==> src/rtl/sdram_port_arbiter.sv <==
// Round-robin burst scheduler for the four-port SDRAM controller (WR1, WR2, RD1, RD2).
// Owns per-port address/length registers and issues one burst request at a time.
module sdram_port_arbiter #(
  parameter int unsigned ASIZE   = 22,
  parameter int unsigned LSIZE   = 9,
  parameter int unsigned DEF_LEN = 256
) (
  input  logic                 CLK,
  input  logic                 RESET_N,
  input  logic                 SEQ_IDLE,
  input  logic [4*LSIZE-1:0]   P_LEVEL,
  input  logic [4*LSIZE-1:0]   P_LENGTH,
  input  logic [4*ASIZE-1:0]   P_BASE,
  input  logic [4*ASIZE-1:0]   P_MAX,
  input  logic [3:0]           P_LOAD,
  input  logic                 mWR_DONE,
  input  logic                 mRD_DONE,
  output logic [ASIZE-1:0]     mADDR,
  output logic [LSIZE-1:0]     mLENGTH,
  output logic                 mWR,
  output logic                 mRD,
  output logic [1:0]           WR_MASK,
  output logic [1:0]           RD_MASK,
  output logic [1:0]           GRANT_PORT
);

  typedef enum logic [1:0] {StIdle, StBusy, StGap} state_e;

  state_e           r_state;
  state_e           w_state_d;
  logic [ASIZE-1:0] r_addr [4];
  logic [LSIZE-1:0] r_len  [4];
  logic [1:0]       r_ptr;
  logic             r_reload;

  logic [LSIZE-1:0] w_level  [4];
  logic [LSIZE-1:0] w_length [4];
  logic [ASIZE-1:0] w_base   [4];
  logic [ASIZE-1:0] w_max    [4];
  logic [3:0]       w_elig;

  for (genvar gi = 0; gi < 4; gi++) begin : g_port
    assign w_level[gi]  = P_LEVEL[LSIZE*gi +: LSIZE];
    assign w_length[gi] = P_LENGTH[LSIZE*gi +: LSIZE];
    assign w_base[gi]   = P_BASE[ASIZE*gi +: ASIZE];
    assign w_max[gi]    = P_MAX[ASIZE*gi +: ASIZE];
    if (gi < 2) begin : g_wr
      // Write port needs a full burst buffered; zero length never qualifies.
      assign w_elig[gi] = (w_level[gi] >= r_len[gi]) && (r_len[gi] != '0);
    end else begin : g_rd
      assign w_elig[gi] = (w_level[gi] < r_len[gi]);
    end
  end

  logic       w_found;
  logic [1:0] w_pick;
  logic [1:0] w_idx;

  always_comb begin
    w_found = 1'b0;
    w_pick  = r_ptr;
    w_idx   = r_ptr;
    for (int j = 0; j < 4; j++) begin
      w_idx = r_ptr + 2'(j);
      if (!w_found && w_elig[w_idx]) begin
        w_found = 1'b1;
        w_pick  = w_idx;
      end
    end
  end

  logic w_start;
  logic w_done;

  assign w_start = (r_state == StIdle) && SEQ_IDLE && (P_LOAD == 4'b0000) && w_found;
  assign w_done  = (r_state == StBusy) && (mRD ? mRD_DONE : mWR_DONE);

  // Next address for the granted port; comparison and sum wrap modulo 2^ASIZE.
  logic [ASIZE-1:0] w_len_ext;
  logic [ASIZE-1:0] w_limit;
  logic [ASIZE-1:0] w_next_addr;

  assign w_len_ext   = {{(ASIZE-LSIZE){1'b0}}, r_len[GRANT_PORT]};
  assign w_limit     = w_max[GRANT_PORT] - w_len_ext;
  assign w_next_addr = (r_addr[GRANT_PORT] < w_limit) ? (r_addr[GRANT_PORT] + w_len_ext)
                                                       : w_base[GRANT_PORT];

  always_comb begin
    w_state_d = r_state;
    unique case (r_state)
      StIdle:  if (w_start) w_state_d = StBusy;
      StBusy:  if (w_done)  w_state_d = StGap;
      StGap:   w_state_d = StIdle;
      default: w_state_d = StIdle;
    endcase
  end

  always_ff @(posedge CLK or negedge RESET_N) begin
    if (!RESET_N) begin
      r_state <= StIdle;
    end else begin
      r_state <= w_state_d;
    end
  end

  // A reload of the granted port at any point during the burst cancels the advance.
  always_ff @(posedge CLK or negedge RESET_N) begin
    if (!RESET_N) begin
      r_reload <= 1'b0;
    end else if (w_start) begin
      r_reload <= 1'b0;
    end else if ((r_state == StBusy) && P_LOAD[GRANT_PORT]) begin
      r_reload <= 1'b1;
    end
  end

  always_ff @(posedge CLK or negedge RESET_N) begin
    if (!RESET_N) begin
      for (int i = 0; i < 4; i++) begin
        r_addr[i] <= '0;
        r_len[i]  <= LSIZE'(DEF_LEN);
      end
    end else begin
      for (int i = 0; i < 4; i++) begin
        if (P_LOAD[i]) begin
          r_addr[i] <= w_base[i];
          r_len[i]  <= w_length[i];
        end else if (w_done && !r_reload && (GRANT_PORT == 2'(i))) begin
          r_addr[i] <= w_next_addr;
        end
      end
    end
  end

  always_ff @(posedge CLK or negedge RESET_N) begin
    if (!RESET_N) begin
      mADDR      <= '0;
      mLENGTH    <= '0;
      mWR        <= 1'b0;
      mRD        <= 1'b0;
      WR_MASK    <= 2'b00;
      RD_MASK    <= 2'b00;
      GRANT_PORT <= 2'd0;
      r_ptr      <= 2'd0;
    end else if (w_start) begin
      mADDR      <= r_addr[w_pick];
      mLENGTH    <= r_len[w_pick];
      GRANT_PORT <= w_pick;
      r_ptr      <= w_pick + 2'd1;
      mWR        <= ~w_pick[1];
      mRD        <= w_pick[1];
      WR_MASK    <= w_pick[1] ? 2'b00 : (w_pick[0] ? 2'b10 : 2'b01);
      RD_MASK    <= w_pick[1] ? (w_pick[0] ? 2'b10 : 2'b01) : 2'b00;
    end else if (w_done) begin
      mWR     <= 1'b0;
      mRD     <= 1'b0;
      WR_MASK <= 2'b00;
      RD_MASK <= 2'b00;
    end
  end

endmodule
==> config.mk <==
export PLATFORM = sky130hd
export DESIGN_NAME = sdram_port_arbiter
export DESIGN_NICKNAME = d
export VERILOG_FILES = /design/src/rtl/sdram_port_arbiter.sv
export SDC_FILE = /design/constraint.sdc
export NUM_CORES = 1
export LEC_CHECK = 0
export BUFFER_PORTS_ARGS = -buffer_cell sky130_fd_sc_hd__buf_4
export CAP_MARGIN = 20
export CORE_UTILIZATION = 44
export CTS_CLUSTER_SIZE = 30
export DETAILED_ROUTE_END_ITERATION = 10
export GPL_TIMING_DRIVEN = 0
export HOLD_SLACK_MARGIN = 0.12
export PLACE_DENSITY = 0.69
export SLEW_MARGIN = 20
export SYNTH_ARGS = -nofsm -noshare
export SYNTH_HDL_FRONTEND = slang
export SYNTH_SLANG_ARGS = --single-unit
==> constraint.sdc <==
create_clock -name CLK -period 8.1 [get_ports CLK]
set_input_delay 0 -clock CLK [delete_from_list [all_inputs] [get_ports CLK]]
set_output_delay 0 -clock CLK [all_outputs]
set_load 0.005 [all_outputs]
==> flow_summary.yaml, run 1 <==
critical_path:
  critPathLaunchType: "register"
  crit_top_cell: "buf_2"
  crit_required_ps: 8380
  r2r_slack_ps: 330
  slowest_delay_ps: 570
  crit_fanout: 19
  critPathArrivalTime_ps: 8050
  cp_slowest_cell: "buf_2"
  worstSetupPathType: "register to register"
  cp-end-kind: "register"
sta:
  slew_headroom_pct: 29.6
  tightest_slew_ps: 1050
  hold_viol_final: 0
  hold_slack_ps: 127
  min_period_ps: 7770
  timing.final.crit_share_pct: 96.0
  final_max_slew_viol_count: 0
  finClkSkew_ps: 12.5
  fmax_mhz: 129
  setup_violations: 0
  setup_ws_ps: 326
  rsz0062_at_grt: "false"
logic_synthesis:
  yosys.area.top_type: "dfrtp_1"
  synth_top_area_share_pct: 33.4
  syn_area_mm2: 0.0123
  yosysMostFrequentCell: "dfrtp_1"
  synth_cell_types: 62
  ys_seq_area_share_pct: 34.2
  synth-seq-cells: 168
  synth_common_cells: "164 x dfrtp_1, 105 x nand2_1, 105 x o21ai_0, 77 x ha_1, 76 x mux4_2"
  synth_area_leaders: "dfrtp_1 33%, mux4_2 14%, ha_1 7.8%, mux2i_1 5.8%, o21ai_0 4.3%"
  syn-num-nets: 1531
  ys.warnings.count: 0
  synth_flop_cell: "dfrtp_1"
  synth_edf_count: 0
  async_flop_share_pct: 100
  syn_area_per_cell_um2: 10.3
  syn_inst: 1195
clock_network:
  clockBufferDepth: 2
  cts_sinks: 168
  cts_tree: "done"
  cts_inserted_buffers: 17
  path_clk_slew_ps: 70
  insertion_delay_ps: 440
  h-tree-depth: 4
  clock-root-buffer: "clkbuf_16"
floorplanning:
  start_util_pct: 45.2
  die_area_mm2: 0.0286
  die_h_um: 169
  core_mm2: 0.0272
  fp.dieW_um: 169
  rows: 60
  io_pins: 296
routing:
  drt-initial-drc-count: 1571
  vias_per_cell: 6.29
  drt.antenna.violating_nets: 0
  drt_first_pass_iters: 9
  drt-total-wl_mm: 50.5
  route.detailed.drc: 0
  wire_per_inst_um: 24.9
  routed-via-count: 12800
global_routing:
  grt_pass1_vias: 12800
  antenna_found_initial: 2
  globalRouteOverflowTotal: 0
  grt_max_degree: 95
  grt_pass1_wl_mm: 75.1
  grt_usage_pct: 35.5
placement:
  gp_congestion: 0.975
  port_buffers: 295
  pre_cts_ws_ps: -263
  hpwl_mm: 36.7
status:
  outcome: "completed"
pwr:
  power.density_mw_per_mm2: 332
  vdd_drop_max_mv: 0.183
  p_total_mw: 5.63
  leakage_nw: 7.80
layout:
  layout-drive-gt1-share_pct: 27.5
  nets: 1982
  fillers: 2278
  area_delta_synth_final_pct: 38.2
flow_run:
  maxCapViolCount: 0
worst_hold_path:
  min_path_type: "primary input to async pin"
-- metrics by stage --
| stage | cells | TNS (ps) | instance area, um^2 | util [%] |
|---|---|---|---|---|
| floorplan | 1195 | 0 | 12300 | - |
| global placement | 1862 | -595 | 15000 | 55.1 |
| detailed placement | 1863 | -6960 | 15000 | 55.2 |
| CTS | 2033 | 0 | 17000 | 62.5 |
| global route | 2032 | 0 | 17000 | 62.5 |
| finish | 2032 | 0 | 17000 | 62.5 |
-- registers in the layout (all words and copies together), names as in the netlist, 2 cells and up --
name / count
r_state: 2
mADDR: 22
GRANT_PORT: 2
WR_MASK: 2
r_len: 36
mLENGTH: 9
r_addr: 88
r_ptr: 2
RD_MASK: 2
-- cell families (layout without fill, tap and decap cells) --
logic type / after synthesis / in the layout / share of synthesized area (%)
simple gates: 265 / 265 / 10.4
xor+xnor: 35 / 35 / 2.49
other cells: 0 / 1 / 0
buf+inv: 144 / 608 / 5.06
compound gates: 350 / 350 / 19.2
mux: 154 / 154 / 20.3
fa+ha+maj: 79 / 79 / 8.16
flops: 168 / 168 / 34.2
-- repair_timing --
item	4_1_cts	5_1_grt
hold buffers	138	0
resized for setup	1	2
endpoints found under the setup margin	80	88
buffers inserted	0	0
gates cloned	0	0
hold endpoints to repair	281	0
-- worst max-delay path: cells and delay by family, from the launching register on --
kind	cells	cell delay, ps
AO/OA/AOI/OAI	11	2260
XOR/XNOR	1	200
adder cells (fa/ha/maj)	3	940
buffers and inverters	6	2510
flip-flops	1	470
multiplexers	2	900
AND/OR/NAND/NOR	2	310
-- per-layer routing --
metal	GRT usage, %	up-vias	part of all wire [%]
met5	0	-	0
met3	7.49	184	12
met1	46.8	6196	39
li1	-	5453	-
met2	55.3	955	45
met4	18.3	0	5.0
-- power by group --
group / internal (mW) / switching (mW)
Clock: 0.494 / 0.371
Sequential: 1.02 / 0.169
Combinational: 1.54 / 2.04
-- cell usage in the layout (no fill, tap or decap), types with 42 or more instances in the layout --
| master | Yosys | layout |
|---|---|---|
| mux4_2 | 76 | 76 |
| buf_4 | 13 | 307 |
| dfrtp_1 | 164 | 164 |
| dlygate4sd3_1 | 0 | 138 |
| inv_1 | 75 | 75 |
| nor2_1 | 42 | 42 |
| mux2i_1 | 71 | 71 |
| o21ai_0 | 105 | 105 |
| ha_1 | 77 | 77 |
| nand2_1 | 105 | 105 |
| a22oi_1 | 65 | 65 |
-- worst paths after layout --
| check | cells past startpoint | end | start |
|---|---|---|---|
| worst max-delay path | 25 | r_addr[41] | GRANT_PORT[1] |
| worst min-delay path | 2 | r_len[14] | RESET_N |
| worst max register to register | 25 | r_addr[41] | GRANT_PORT[1] |
| worst min register to register | 2 | mADDR[9] | mADDR[9] |
| max in group asynchronous | 3 | r_addr[73] | RESET_N |
| min in group CLK | 4 | r_addr[85] | P_LOAD[0] |
-- final cells by class --
type	count	area, um^2	area share [%]
Multi-Input combinational cell	883	7470	43.9
Sequential cell	168	4210	24.8
Timing Repair Buffer	434	3630	21.4
Tap cell	372	465	2.74
Clock buffer	20	447	2.63
Buffer	67	335	1.97
Inverter	75	282	1.66
Clock inverter	12	151	0.891
Antenna cell	1	2.50	0.0147
(Power assumes the default switching activity.)
==> inputs of run 2 (changes only) <==
--- a/config.mk
+++ b/config.mk
@@ -5,14 +5,14 @@
 export SDC_FILE = /design/constraint.sdc
 export NUM_CORES = 1
 export LEC_CHECK = 0
-export BUFFER_PORTS_ARGS = -buffer_cell sky130_fd_sc_hd__buf_4
+export BUFFER_PORTS_ARGS = -buffer_cell sky130_fd_sc_hd__buf_2
 export CAP_MARGIN = 20
-export CORE_UTILIZATION = 44
+export CORE_UTILIZATION = 55
 export CTS_CLUSTER_SIZE = 30
 export DETAILED_ROUTE_END_ITERATION = 10
 export GPL_TIMING_DRIVEN = 0
 export HOLD_SLACK_MARGIN = 0.12
-export PLACE_DENSITY = 0.69
+export PLACE_DENSITY = 0.83
 export SLEW_MARGIN = 20
 export SYNTH_ARGS = -nofsm -noshare
 export SYNTH_HDL_FRONTEND = slang
==> run 2 against run 1 <==
- via count is 3.3% higher
- clock skew about the same
- design area shrank 5.2%
- critical path type unchanged
- largest cell class unchanged
- highest routed layer unchanged
==> flow_summary.yaml, run 2 (synthesis results as in run 1) <==
sta:
  finClkSkew_ps: 12.9
  timing.final.crit_share_pct: 96.3
  setup_ws_ps: 299
  fin_setup_tns_ps: 0
  hold_slack_ps: 139
  final_max_slew_viol_count: 0
  hold_viol_final: 0
  slew_headroom_pct: 19.2
  tightest_slew_ps: 1210
  min_period_ps: 7800
  rsz0062_at_grt: "false"
  setup_violations: 0
  fmax_mhz: 128
global_routing:
  grt_pass1_wl_mm: 73.1
  grt_pass1_vias: 13200
  antenna_found_initial: 1
  grt_usage_pct: 43.8
  grt_max_degree: 96
  globalRouteOverflowTotal: 0
pwr:
  p_int_mw: 3.01
  vdd_drop_max_mv: 0.196
  power.density_mw_per_mm2: 347
  switching_share_pct: 46.2
  leakage_nw: 7.55
  p_seq_share_pct: 21.2
  clockPowerShare_pct: 16.0
  p_comb_share_pct: 62.7
  p_switching_mw: 2.58
placement:
  port_buffers: 295
  pre_cts_ws_ps: 18.8
  gp_congestion: 0.983
  hpwl_mm: 35.4
  place_inst: 1771
routing:
  route.detailed.drc: 0
  drt.antenna.violating_nets: 0
  drt_first_pass_iters: 8
  vias_per_cell: 6.83
  wire_per_inst_um: 25.9
  drt-total-wl_mm: 50.0
  drt-initial-drc-count: 1563
  routed-via-count: 13200
floorplanning:
  core_mm2: 0.0219
  die_h_um: 151
  rows: 54
  io_pins: 296
  start_util_pct: 56.1
  die_area_mm2: 0.0230
  fp.dieW_um: 151
clock_network:
  cts_sinks: 168
  clock-root-buffer: "clkbuf_16"
  insertion_delay_ps: 450
  cts_inserted_buffers: 17
  h-tree-depth: 4
  cts_tree: "done"
  clockBufferDepth: 2
  post_cts_buffers: 0
  path_clk_slew_ps: 70
status:
  outcome: "completed"
layout:
  largest_register: "r_addr"
  area_delta_synth_final_pct: 31.0
  largest_reg_flops: 88
  top_regs: "r_addr: 88 flops, r_len: 36 flops, mADDR: 22 flops"
  postLayoutCoreUtil_pct: 73.6
  nets: 1976
  final_cell_mix: "307 x buf_2, 164 x dfrtp_1, 132 x dlygate4sd3_1, 105 x nand2_1, 105 x o21ai_0"
  layout-drive-gt1-share_pct: 27.5
  final_common_cell: "buf_2"
  instances_no_fill: 1934
critical_path:
  rr_worst_depth: 26
  crit_fanout: 19
  r2r-end: "r_addr[41]"
  crit_top_cell: "buf_2"
  cp-end-kind: "register"
  critPathLaunchType: "register"
  critPathArrivalTime_ps: 8090
  crit_required_ps: 8390
  cp_slowest_cell: "buf_2"
  reg2reg_from: "GRANT_PORT[1]"
  worstSetupPathType: "register to register"
  slowest_delay_ps: 580
  r2r_slack_ps: 300
worst_hold_path:
  min_path_type: "primary input to async pin"
flow_run:
  maxCapViolCount: 0
## run 2: cell count changes in the layout (fill, tap and decap cells not counted), sizes merged
| cell | before | now |
|---|---|---|
| clkbuf | 54 | 55 |
| bufinv | 3 | 4 |
| inv | 76 | 75 |
| dlygate4sd3 | 138 | 132 |
| clkinvlp | 2 | 1 |
## run 2: routing by layer
metal  up-vias  global-route usage (%)  wire [um]
li1       5456                       -          -
met1      6183                    54.3      17500
met2      1262                    65.6      21700
met3       310                    16.0       7380
met4         0                    26.0       3370
met5         -                       0          0
## run 2: repair_timing
item,in CTS,in global routing
cloned,0,0
hold endpoints to repair,291,0
endpoints found under the setup margin,7,88
hold buffers,132,0
resized for setup,1,0
## run 2: final cells by class
type | instances | area (um^2)
diodes | 1 | 2.50
repair buffers | 428 | 2840
flip-flops and latches | 168 | 4210
well taps | 280 | 350
clock buffers | 21 | 460
multi-input cells | 883 | 7460
plain buffers | 67 | 333
fillers | 1554 | 5780
clock inverters | 11 | 173
inverters | 75 | 282
## run 2: worst max-delay path: cells and delay by family, from the launching register on
family | cells | cell delay (ps)
DFF | 1 | 450
xor gates and xnor gates | 1 | 180
and+or+nand+nor | 4 | 470
AOI/OAI and AO/OA | 10 | 2140
muxes | 2 | 880
buffers and inverters | 6 | 2520
adders and majority gates | 3 | 950
## run 2: worst max path at each step
stage	start	end	slack [ps]	cells past startpoint
2_1_floorplan	GRANT_PORT[0]	r_addr[41]	2240	26
3_3_place_gp	GRANT_PORT[1]	r_addr[41]	70	26
3_5_place_dp	GRANT_PORT[1]	r_addr[41]	20	26
4_1_cts	GRANT_PORT[1]	r_addr[34]	280	27
5_1_grt	GRANT_PORT[0]	r_addr[85]	20	28
6_report	GRANT_PORT[1]	r_addr[41]	300	26
## run 2: through the flow
step / power, mW / area (um^2)
after floorplan: 3.46 / 12300
after global placement: 4.42 / 14100
after detailed placement: 4.50 / 14200
after CTS: 5.45 / 16100
after global routing: 5.87 / 16100
final: 5.59 / 16100
## run 2: power groups by stage
stage,combinational [mW],sequential [mW],clock [mW]
finish,3.51,1.19,0.897
global route,3.75,1.19,0.922
CTS,3.39,1.17,0.885
floorplan,2.32,1.14,0
detailed placement,3.31,1.18,0
global placement,3.24,1.18,0
